==> src/rtl/uart_arb_pkg.sv <==
`default_nettype none
// ============================================================================
// Module      : uart_arb_pkg
// Description : Shared types and constants for the UART transmit arbiter:
//               FSM state encoding, tag-byte layout and requester limit.
// Revision    : 1.0 - initial release
// ============================================================================
package uart_arb_pkg;

    // Largest supported requester count
    localparam int c_MAX_NUM_REQ = 8;

    // Tag byte layout: {nibble[3:0], 1'b0, id[2:0]}
    localparam int c_TAG_NIB_W = 4;
    localparam int c_TAG_ID_W  = 3;

    typedef enum logic [1:0] {
        IDLE      = 2'd0,
        LAUNCH    = 2'd1,
        WAIT_ACK  = 2'd2,
        WAIT_DONE = 2'd3
    } state_t;

    // Assemble the tag byte announcing which requester owns the link
    function automatic logic [7:0] make_tag(
        input logic [c_TAG_NIB_W-1:0] nibble,
        input logic [c_TAG_ID_W-1:0]  id
    );
        return {nibble, 1'b0, id};
    endfunction

endpackage
`default_nettype wire

==> src/rtl/rr_picker.sv <==
`default_nettype none
// ============================================================================
// Module      : rr_picker
// Description : Round-robin requester selection. Searches the valid vector
//               upward from the pointer, wrapping modulo NUM_REQ, and returns
//               the first hit as one-hot, as an index, and an any-valid flag.
// Revision    : 1.0 - initial release
// ============================================================================
module rr_picker #(
    parameter int NUM_REQ = 4,
    parameter int IDX_W   = $clog2(NUM_REQ)
) (
    input  logic [NUM_REQ-1:0] i_valid,
    input  logic [IDX_W-1:0]   i_ptr,
    output logic [NUM_REQ-1:0] o_grant_oh,
    output logic [IDX_W-1:0]   o_grant_idx,
    output logic               o_any_valid
);

    localparam logic [IDX_W:0] c_NUM = (IDX_W+1)'(NUM_REQ);

    // One spare bit so ptr + offset never overflows before the wrap
    logic [IDX_W:0]   w_sum;
    logic [IDX_W-1:0] w_idx;

    // Walk candidates in priority order ptr, ptr+1, ... and keep the first valid
    always_comb begin
        o_grant_oh  = '0;
        o_grant_idx = '0;
        o_any_valid = 1'b0;
        w_sum       = '0;
        w_idx       = '0;
        for (int k = 0; k < NUM_REQ; k++) begin
            w_sum = {1'b0, i_ptr} + (IDX_W+1)'(k);
            if (w_sum >= c_NUM) begin
                w_sum = w_sum - c_NUM;
            end
            w_idx = w_sum[IDX_W-1:0];
            if (!o_any_valid && i_valid[w_idx]) begin
                o_any_valid        = 1'b1;
                o_grant_idx        = w_idx;
                o_grant_oh[w_idx]  = 1'b1;
            end
        end
    end

endmodule
`default_nettype wire

==> src/rtl/uart_tx_arbiter.sv <==
`default_nettype none
// ============================================================================
// Module      : uart_tx_arbiter
// Description : Shares one UART transmitter among NUM_REQ byte sources.
//               Round-robin grant in IDLE, one-cycle trigger in LAUNCH, then
//               waits for the transmitter busy pulse to rise and fall.
//               Optional feature macro UART_TX_ARBITER_TAG_EN: each grant
//               sends a tag byte {TAG_NIBBLE, 0, id} before the data byte.
// Revision    : 1.0 - initial release
// ============================================================================
module uart_tx_arbiter
    import uart_arb_pkg::*;
#(
    parameter int         NUM_REQ    = 4,
    parameter logic [3:0] TAG_NIBBLE = 4'hA
) (
    input  logic                       clk_in,
    input  logic                       rst_n_in,
    input  logic [NUM_REQ-1:0]         req_valid_in,
    input  logic [8*NUM_REQ-1:0]       req_data_in,
    output logic [NUM_REQ-1:0]         req_ready_out,
    output logic [7:0]                 uart_data_out,
    output logic                       uart_trigger_out,
    input  logic                       uart_busy_in,
    output logic [$clog2(NUM_REQ)-1:0] grant_id_out,
    output logic                       active_out
);

    localparam int                c_ID_W     = $clog2(NUM_REQ);
    localparam logic [c_ID_W-1:0] c_LAST_IDX = c_ID_W'(NUM_REQ - 1);

    if (NUM_REQ < 2 || NUM_REQ > c_MAX_NUM_REQ) begin : g_bad_num_req
        $error("uart_tx_arbiter: NUM_REQ must be within 2..8");
    end

    state_t              r_state;
    state_t              w_next_state;
    logic [c_ID_W-1:0]   r_ptr;
    logic [c_ID_W-1:0]   r_grant_id;
    logic [7:0]          r_data;

    logic [NUM_REQ-1:0]  w_grant_oh;
    logic [c_ID_W-1:0]   w_grant_idx;
    logic                w_any_valid;
    logic                w_transfer;
    logic [7:0]          w_sel_byte;
    logic [c_ID_W-1:0]   w_ptr_next;
    logic [NUM_REQ-1:0]  w_ready;
    logic                w_trigger;

    rr_picker #(
        .NUM_REQ (NUM_REQ),
        .IDX_W   (c_ID_W)
    ) u_rr_picker (
        .i_valid     (req_valid_in),
        .i_ptr       (r_ptr),
        .o_grant_oh  (w_grant_oh),
        .o_grant_idx (w_grant_idx),
        .o_any_valid (w_any_valid)
    );

    // A transfer happens on any edge where IDLE offers ready to a valid requester
    assign w_transfer = (r_state == IDLE) && w_any_valid;
    assign w_ptr_next = (w_grant_idx == c_LAST_IDX) ? '0 : w_grant_idx + c_ID_W'(1);

    // Select the granted requester's byte via the one-hot grant
    always_comb begin
        w_sel_byte = '0;
        for (int i = 0; i < NUM_REQ; i++) begin
            if (w_grant_oh[i]) begin
                w_sel_byte = w_sel_byte | req_data_in[8*i +: 8];
            end
        end
    end

`ifdef UART_TX_ARBITER_TAG_EN
    logic       r_tag_pending;
    logic [7:0] r_uart_data;
    logic       w_tag_to_data;

    // Leaving WAIT_DONE with the tag done means the data byte goes next
    assign w_tag_to_data = (r_state == WAIT_DONE) && !uart_busy_in && r_tag_pending;
`else
    // The tag nibble only matters in the tagged build
    logic w_unused_tag_nibble;
    assign w_unused_tag_nibble = ^TAG_NIBBLE;
`endif

    // FSM state register
    always_ff @(posedge clk_in or negedge rst_n_in) begin
        if (!rst_n_in) begin
            r_state <= IDLE;
        end else begin
            r_state <= w_next_state;
        end
    end

    // Next-state, ready and trigger decode; a trigger never fires while busy
    always_comb begin
        w_next_state = r_state;
        w_ready      = '0;
        w_trigger    = 1'b0;
        case (r_state)
            IDLE: begin
                if (rst_n_in) begin
                    w_ready = w_grant_oh;
                end
                if (w_any_valid) begin
                    w_next_state = LAUNCH;
                end
            end
            LAUNCH: begin
                if (!uart_busy_in) begin
                    w_trigger    = 1'b1;
                    w_next_state = WAIT_ACK;
                end
            end
            WAIT_ACK: begin
                if (uart_busy_in) begin
                    w_next_state = WAIT_DONE;
                end
            end
            WAIT_DONE: begin
                if (!uart_busy_in) begin
`ifdef UART_TX_ARBITER_TAG_EN
                    w_next_state = r_tag_pending ? LAUNCH : IDLE;
`else
                    w_next_state = IDLE;
`endif
                end
            end
            default: w_next_state = IDLE;
        endcase
    end

    // Capture pointer, owner id and byte on the transfer edge
    always_ff @(posedge clk_in or negedge rst_n_in) begin
        if (!rst_n_in) begin
            r_ptr      <= '0;
            r_grant_id <= '0;
            r_data     <= '0;
        end else if (w_transfer) begin
            r_ptr      <= w_ptr_next;
            r_grant_id <= w_grant_idx;
            r_data     <= w_sel_byte;
        end
    end

`ifdef UART_TX_ARBITER_TAG_EN
    // Tag goes out first; the captured byte replaces it for the second launch
    always_ff @(posedge clk_in or negedge rst_n_in) begin
        if (!rst_n_in) begin
            r_tag_pending <= 1'b0;
            r_uart_data   <= '0;
        end else if (w_transfer) begin
            r_tag_pending <= 1'b1;
            r_uart_data   <= make_tag(TAG_NIBBLE, c_TAG_ID_W'(w_grant_idx));
        end else if (w_tag_to_data) begin
            r_tag_pending <= 1'b0;
            r_uart_data   <= r_data;
        end
    end

    assign uart_data_out = r_uart_data;
`else
    assign uart_data_out = r_data;
`endif

    assign req_ready_out    = w_ready;
    assign uart_trigger_out = w_trigger;
    assign grant_id_out     = r_grant_id;
    assign active_out       = (r_state != IDLE);

endmodule
`default_nettype wire

==> config.mk <==
export PLATFORM = sky130hd
export DESIGN_NAME = uart_tx_arbiter
export DESIGN_NICKNAME = d
export VERILOG_FILES = /design/src/rtl/uart_arb_pkg.sv /design/src/rtl/rr_picker.sv /design/src/rtl/uart_tx_arbiter.sv
export SDC_FILE = /design/constraint.sdc
export NUM_CORES = 1
export LEC_CHECK = 0
export CORE_MARGIN = 5
export CORE_UTILIZATION = 40
export CTS_CLUSTER_DIAMETER = 100
export DETAILED_ROUTE_END_ITERATION = 10
export PLACE_DENSITY = 0.83
export REMOVE_ABC_BUFFERS = 1
export SLEW_MARGIN = 5
export SYNTH_ARGS = -nofsm -noshare
export SYNTH_HDL_FRONTEND = slang
export SYNTH_HIERARCHICAL = 1
export SYNTH_SLANG_ARGS = --single-unit
export TNS_END_PERCENT = 5
==> constraint.sdc <==
create_clock -name clk_in -period 3.2 [get_ports clk_in]
set_input_delay 0.64 -clock clk_in [delete_from_list [all_inputs] [get_ports clk_in]]
set_output_delay 0.64 -clock clk_in [all_outputs]
set_load 0.01 [all_outputs]
Word level (Yosys, flattened, before mapping)
Index checks and enable logic that the tools add are counted.
Widths: inputs -> output; s select.
{ "classes": {"add_sub_neg": 8, "n_lt_le_gt_ge": 12, "n_eq_ne": 8, "muxes": 46, "bitwise": 6, "n_reduce_logical": 14} }
{ "op_table": {"columns": ["cell", "n"], "rows": [
  ["$mux 8", 4],
  ["$mux 2", 13],
  ["$mux 4", 6],
  ["$or 8x8->8", 3],
  ["$mux 1", 14],
  ["$lt 2x3->1 const B", 4],
  ["$or 4x4->4", 3],
  ["$ge 3x3->1 const B", 3],
  ["$bmux 1 s2", 4],
  ["$demux 1 s2", 4],
  ["$ge 2x1->1 const B", 4],
  ["$logic_and 1x1->1", 8],
  ["$ne 2x2->1 const B", 4],
  ["$pmux 2 s4", 1],
  ["$sub 2x1->2 const B", 4],
  ["$add 2x2->3 const B", 2],
  ["$eq 2x2->1 const B", 3],
  ["$reduce_and 4->1", 1],
  ["$add 2x1->3 const B", 1],
  ["$ge 2x3->1 const B", 1],
  ["$logic_not 1->1", 3],
  ["$add 2x1->2 const B", 1],
  ["$eq 2x1->1 const B", 1],
  ["$logic_not 2->1", 1],
  ["$reduce_bool 2->1", 1]
]} }
{ "word_totals": {"ff_bits": 14, "inputBits": 39, "output_inout_bits": 16, "elab_cells": 98} }

Longest topological paths before layout
Gate-level depths: netlist of run 1.
{ "depth": {"depth_word": 21, "ltp_mapped": 12, "depth_no_buf": 9} }

Modules after synthesis
The synthesis of run 1 kept the hierarchy.
{ "by_module_without_submodules": {"columns": ["module", "n_inst", "cells_per_inst", "area_each_um2", "seq_area_each_um2"], "rows": [
  ["uart_tx_arbiter", 1, 78, 837.1, 350.3],
  ["rr_picker", 1, 45, 421.7, 0.0]
]} }

Worst setup path after synthesis of run 1
OpenSTA, ideal clock, no wires.
{ "synth_path": {"kind": "reg-to-output", "from": "register r_ptr[0]", "to": "output req_ready_out[1]", "arrival_time_ns": 2.416, "required_ns": 2.560, "slack_ns": 0.144, "path_stages_with_launch": 11, "path_buffers": 3, "path_cell_list": "dfrtp_1 > buf_6 > inv_1 > ha_1 > mux4_2 > buf_6 > nor4b_4 > a22oi_1 > o21ai_0 > clkbuf_1 > and3_1"} }
{ "synth_via": {"elab_chain_cells": 16, "word_cells_on_any_way": 61, "classes_between": "add/sub (7); order compare (12); mux (29); bitwise (3); reduce/logical (10)"} }
{ "synth_lines": {"columns": ["element", "line_no", "rtl"], "rows": [
  ["start: declaration", "uart_tx_arbiter.sv:38", "logic [c_ID_W-1:0] r_ptr;"],
  ["start signal: assignment", "uart_tx_arbiter.sv:143", "r_ptr <= w_ptr_next;"],
  ["branches (longest 13 deep; another with $add 2x1->3)", null, null],
  ["$mux 4 (*)", "rr_picker.sv:39", "if (!o_any_valid && i_valid[w_idx]) begin"],
  ["net w_grant_oh[1]", "uart_tx_arbiter.sv:42", "logic [NUM_REQ-1:0] w_grant_oh;"],
  ["$mux 4 (*)", "uart_tx_arbiter.sv:105", "if (rst_n_in) begin"],
  ["$mux 4 (*)", "uart_tx_arbiter.sv:103", "case (r_state)"],
  ["end: declaration", "uart_tx_arbiter.sv:21", "output logic [NUM_REQ-1:0] req_ready_out,"]
]} }
Mark *: on every way through the listed nets, which the timed path passes. The select of a mux whose other input is x is not followed.

Worst setup path after layout of run 1
{ "layout_path": {"from": "register r_ptr[0]", "to": "output req_ready_out[0]"} }
Same word-level chain as after synthesis.

==> results.cfg, run 1 <==
[critical_path]
worst_setup_path_end_kind = output pin
critPathArrivalTime_ns = 2.51
start_kind = register
cpMaxStageDelayCell = dfrtp_2
critical_path_class = register to output pin
crit_fanout = 5
cp.required_ns = 2.56
crit_chain = inv_2, ha_4, mux4_2, buf_4, and2b_2, a22oi_1, o21ai_1, and3_1, dlygate4sd2_1
cp_slowest_stage_delay_ns = 0.41

[grt]
gr-total-overflow = 0
antenna_found_initial = 0
grt_first_pass_wirelength_mm = 6.15
grt_start_max_net_pins = 17
grt.total_usage_pct = 18.3
grt_pass1_vias = 1329

[route]
first_pass_iters = 4
wire_per_inst_um = 17.7
final_antenna_net_count = 0
drt-total-wl_mm = 4.43
via_per_inst = 5.38
drc = 0
first_iter_violations = 18
num_vias = 1346

[final_layout]
seqCellArea_sq_um = 352
syn_to_final_growth_pct = 65.5
multi_input_area_sq_um = 826
layout_common_cells = 46 x clkdlybuf4s50_1, 31 x buf_4, 13 x dfrtp_1, 12 x o21ai_1, 10 x ha_1
fin_util_pct = 68.8
antenna_cells = 0
final_cell_area_sq_um = 2080
fillers = 221
layout-drive-gt1-share_pct = 31.6
nets = 257
final_common_cell = clkdlybuf4s50_1

[cts]
cts.clk_slew.worst_paths_ns = 0.09
cts_num_sinks = 14
clk_latency_ns = 0.29
cts-buffers-inserted = 3
cts_buffer_depth = 2
cts_hold_buf = 0
cts_tree = done
h-tree-depth = 1
clockRootBuffer = clkbuf_4

[power_and_ir_drop]
pwr-share-comb_pct = 79.5
p_leak_nw = 0.939
ir_worst_vdd_v = 0.000479
p_per_area_nw_per_um2 = 1070
clockPowerShare_pct = 5.8
swShare_pct = 42.5
p_seq_share_pct = 14.7
power_switching_w = 0.000951
intPower_w = 0.00129

[floorplanning]
dieArea_sq_um = 4370
placementRows = 20
start_util_pct = 41.6
die_h_um = 66.1
die_w_um = 66.1
io-pin-count = 55
fp.coreArea_sq_um = 3030

[min_path]
worst_hold_path_type = register to register

[synth]
synth-async-reset-ratio_pct = 100
ys_ff_latch = 14
synth_top_area_share_pct = 27.8
synthCells = 123
ys_types = 33
yosys_warnings = 6
syn_area_sq_um = 1260
syn_area_per_cell_sq_um = 10.2
synthTopCellsByArea = dfrtp_1 28%, ha_1 11%, a22o_1 5.6%
ys_seq_area_share_pct = 27.8
ys.flop_type = dfrtp_1
synth_edf_count = 0
synth_top_area_cell = dfrtp_1

[sta]
clock-skew-final_ns = 0.00399
finalSetupViolations = 0
hold_viol_final = 0
max_freq_mhz = 317
tightest_slew_ns = 0.427
fin_crit_sh_pct = 98.5
relSlewSlack_pct = 71.3
final_period_minus_worst_setup_slack_ns = 3.15
rsz0062_at_grt = true
slew_viol_final = 0

[place]
gp_congestion = 0.791
place_hpwl_mm = 3.13
io_buffers = 54
dpl-instance-area_sq_um = 1910

[job]
max_cap_violations = 0

[run_status]
status = finished, final reports clean
-- per-layer routing --
metal	GRT usage [%]	up-vias	part of all wire, %
li1	-	644	-
met1	20.3	639	40
met2	34.8	56	53
met3	3.06	7	5.6
met4	5.84	0	1.7
met5	0	-	0
-- worst max-delay path: cells and delay by family (launching register included) --
kind	cells	cell delay [ns]
adders and majority gates	1	0.29
DFF	1	0.41
and+or+nand+nor	2	0.43
muxes	1	0.35
buffers and inverters	3	0.48
AOI/OAI and AO/OA	2	0.26
-- what timing repair did --
action,4_1_cts,5_1_grt
hold endpoints to repair,0,0
setup buffers,8,10
gates resized for setup,21,18
gates cloned,0,1
endpoints found under the setup margin,4,4
pin swaps,2,2
-- logic make-up after synthesis --
| logic type | count (synthesis) | synth area share [%] |
|---|---|---|
| AND/OR/NAND/NOR | 26 | 11.8 |
| AO/OA/AOI/OAI | 44 | 26.9 |
| buffers and inverters | 16 | 6.96 |
| adder cells (fa/ha/maj) | 11 | 10.9 |
| flip-flops | 14 | 27.8 |
| multiplexers | 12 | 15.5 |
-- flip-flops by register name (all words and copies together), names as in the netlist --
name / flops
r_state: 2
uart_data_out: 8
grant_id_out: 2
r_ptr: 2
-- power by group through the flow --
| stage | Sequential [W] | Clock [W] | Combinational, W |
|---|---|---|---|
| finish | 0.000329 | 0.000130 | 0.00178 |
| global route | 0.000340 | 0.000139 | 0.00192 |
| CTS | 0.000317 | 0.000129 | 0.00158 |
| detailed placement | 0.000320 | 0 | 0.00151 |
| global placement | 0.000314 | 0 | 0.00142 |
| floorplan | 0.000368 | 0 | 0.000870 |
-- Yosys cell counts (2+ instances only) --
| library cell | n |
|---|---|
| o21ai_1 | 8 |
| a22oi_1 | 8 |
| clkbuf_1 | 2 |
| mux2_4 | 3 |
| a22o_1 | 8 |
| nor2b_1 | 2 |
| inv_1 | 6 |
| buf_2 | 4 |
| and3_1 | 4 |
| ha_1 | 11 |
| o31ai_1 | 2 |
| mux4_2 | 2 |
| nor2_1 | 4 |
| nand2_1 | 9 |
| a221oi_2 | 2 |
| nand2b_1 | 2 |
| mux2_2 | 2 |
| mux2i_1 | 3 |
| mux4_1 | 2 |
| o21ai_0 | 6 |
| dfrtp_1 | 14 |
| a221oi_1 | 6 |
| buf_6 | 3 |
-- through the flow --
| stage | instances | worst slack, ns | total power, W | hold WS, ns | TNS (ns) |
|---|---|---|---|---|---|
| after floorplan | 114 | -0.177 | 0.00124 | 0.344 | -0.425 |
| after global placement | 227 | -0.408 | 0.00174 | 0.471 | -1.62 |
| after detailed placement | 227 | -0.530 | 0.00183 | 0.484 | -2.08 |
| after CTS | 239 | 0.00148 | 0.00202 | 0.504 | 0 |
| after global routing | 250 | -0.0874 | 0.00240 | 0.546 | -0.0874 |
| final | 250 | 0.0485 | 0.00224 | 0.510 | 0 |
-- cell type report --
cell class,count,share of cell area (%)
tap,44,2.64
clock buffer,4,1.74
multi-input combinational,93,39.6
inverter,7,1.26
sequential,14,16.9
timing repair buffer,88,37.8
-- worst paths after layout --
kind | startpoint | end | slack (ns) | depth (start not counted)
setup / recovery | r_ptr[0]$_DFFE_PN0P_ | req_ready_out[0] | 0.05 | 9
hold / removal | uart_data_out[3]$_DFFE_PN0P_ | uart_data_out[3]$_DFFE_PN0P_ | 0.51 | 2
setup reg to reg | r_ptr[0]$_DFFE_PN0P_ | uart_data_out[3]$_DFFE_PN0P_ | 0.39 | 13
hold reg to reg | uart_data_out[3]$_DFFE_PN0P_ | uart_data_out[3]$_DFFE_PN0P_ | 0.51 | 2
max in group asynchronous | rst_n_in | r_ptr[0]$_DFFE_PN0P_ | 2.29 | 2
min in group asynchronous | rst_n_in | uart_data_out[4]$_DFFE_PN0P_ | 0.77 | 2
Power figures use the tool's default switching activity.
==> inputs of run 2 (changes only) <==
--- a/config.mk
+++ b/config.mk
@@ -10,4 +10,5 @@
 export CTS_CLUSTER_DIAMETER = 100
 export DETAILED_ROUTE_END_ITERATION = 10
+export MAX_ROUTING_LAYER = met4
 export PLACE_DENSITY = 0.83
 export REMOVE_ABC_BUFFERS = 1
==> constraint.sdc (replaced) <==
create_clock -name clk_in -period 3.2 [get_ports clk_in]
set_input_delay 0.8 -clock clk_in [delete_from_list [all_inputs] [get_ports clk_in]]
set_output_delay 0.8 -clock clk_in [all_outputs]
set_load 0.01 [all_outputs]
==> results.cfg, run 2 (synthesis gave the netlist of run 1 again) <==
[power_and_ir_drop]
ir_worst_vdd_v = 0.000452
clockPowerShare_pct = 4.5
intPower_w = 0.00127
total_power_w = 0.00224
swShare_pct = 43.0
p_per_area_nw_per_um2 = 1070
p_leak_nw = 0.928
p_seq_share_pct = 14.3
pwr-share-comb_pct = 81.2
power_switching_w = 0.000962

[grt]
grtUsageMet3_pct = 2.89
grt_start_max_net_pins = 17
grt.total_usage_pct = 19.3
grt_pass1_vias = 1370
grtUsageMet2_pct = 34.1
busiest_layer = met2
gr-total-overflow = 0
grt_first_pass_wirelength_mm = 6.47
antenna_found_initial = 0
grtUsageMet1_pct = 22.1

[sta]
hold_viol_final = 0
slew_viol_final = 0
rsz0062_at_grt = true
max_freq_mhz = 305
clock-skew-final_ns = 0.00233
finalSetupViolations = 4
tightest_slew_ns = 0.329
final_period_minus_worst_setup_slack_ns = 3.28
setup_slack_ns = -0.0767
fin_crit_sh_pct = 102
relSlewSlack_pct = 77.9

[cts]
clockRootBuffer = clkbuf_4
cts_num_sinks = 14
cts_buffer_depth = 2
cts.clk_slew.worst_paths_ns = 0.08
clk_latency_ns = 0.29
h-tree-depth = 1
cts-buffers-inserted = 3
cts_hold_buf = 0
cts_tree = done

[final_layout]
largest_reg_flops = 8
nets = 253
layout-drive-gt1-share_pct = 32.8
fin_util_pct = 69.1
layout_common_cells = 46 x clkdlybuf4s50_1, 27 x buf_4, 14 x dfrtp_1, 10 x o21ai_1, 10 x ha_1
instances_no_fill = 245
antenna_cells = 0
final_common_cell = clkdlybuf4s50_1
syn_to_final_growth_pct = 66.2

[run_status]
violations = negative setup slack
status = complete, but fails checks

[critical_path]
crit_fanout = 5
critPathArrivalTime_ns = 2.48
cpMaxStageDelayCell = mux4_2
reg2reg_depth = 16
cp_slowest_stage_delay_ns = 0.50
start_kind = input pin
timing.rr.end = uart_data_out[0]$_DFFE_PN0P_
worst_setup_path_end_kind = output pin
cp.required_ns = 2.40
r2r_slack_ns = 0
critical_path_class = input pin to output pin
r2r-start = r_ptr[0]$_DFFE_PN0P_
crit_chain = buf_8, mux4_2, nor4b_4, buf_4, buf_6, a22oi_2, o21ai_2, and3_1, buf_2

[place]
gp_congestion = 0.844
place_hpwl_mm = 3.07
io_buffers = 54
placed_cells = 231

[route]
wire_per_inst_um = 17.0
first_pass_iters = 4
drc = 0
first_iter_violations = 63
final_antenna_net_count = 0
drt-total-wl_mm = 4.16
via_per_inst = 5.35
num_vias = 1310

[floorplanning]
dieArea_sq_um = 4370
start_util_pct = 41.6
die_w_um = 66.1
fp.coreArea_sq_um = 3030
placementRows = 20
die_h_um = 66.1
io-pin-count = 55

[min_path]
min_path_cells = 2
hold_path_end = uart_data_out[3]$_DFFE_PN0P_
worst_hold_path_type = register to register
worstHoldStart = uart_data_out[3]$_DFFE_PN0P_

[job]
max_cap_violations = 0
-- run 2: repair_timing --
item	in CTS	in global routing
setup endpoints to repair	4	8
setup buffers	12	0
gates resized for setup	49	11
pin swaps	4	2
-- run 2: how the worst max path moves through the flow --
stage | from | end | cells past startpoint
4_1_cts | req_valid_in[1] | req_ready_out[3] | 8
3_5_place_dp | req_valid_in[0] | req_ready_out[1] | 7
2_1_floorplan | r_ptr[0]$_DFFE_PN0P_ | req_ready_out[2] | 7
5_1_grt | req_valid_in[1] | req_ready_out[0] | 9
3_3_place_gp | req_valid_in[3] | req_ready_out[1] | 7
6_report | req_valid_in[1] | req_ready_out[0] | 9
-- run 2: power by group through the flow --
stage	clock, W	combinational [W]	sequential (W)
after floorplan	0	0.000870	0.000368
after global placement	0	0.00147	0.000317
after detailed placement	0	0.00154	0.000322
after CTS	0.000103	0.00171	0.000318
after global routing	0.000109	0.00196	0.000331
final	0.000100	0.00182	0.000321
-- run 2: layout make-up --
class,instances,area [sq um]
fillers,213,936
flip-flops and latches,14,350
inverters,7,26.3
well taps,44,55.1
clock buffers,3,22.5
repair buffers,84,769
multi-input cells,93,868
-- run 2: stage by stage --
step	worst slack, ns	setup TNS, ns	hold WS [ns]	instance area, sq um
2_1_floorplan	-0.337	-1.07	0.504	1200
3_3_place_gp	-0.713	-2.92	0.471	1940
3_5_place_dp	-0.851	-4.12	0.477	1940
4_1_cts	-0.0621	-0.123	0.495	2050
5_1_grt	-0.182	-0.898	0.543	2090
6_report	-0.0767	-0.175	0.502	2090
-- run 2: routing by layer --
layer  up-vias  part of all wire [%]
li1        630                     -
met1       614                    40
met2        57                    50
met3         9                   7.1
met4         0                   2.5
met5         -                     0
-- run 2: worst max-delay path: cells and delay by family --
family | cells | cell delay (ns)
compound gates | 2 | 0.15
buf+inv | 4 | 0.50
simple gates | 2 | 0.52
mux | 1 | 0.50
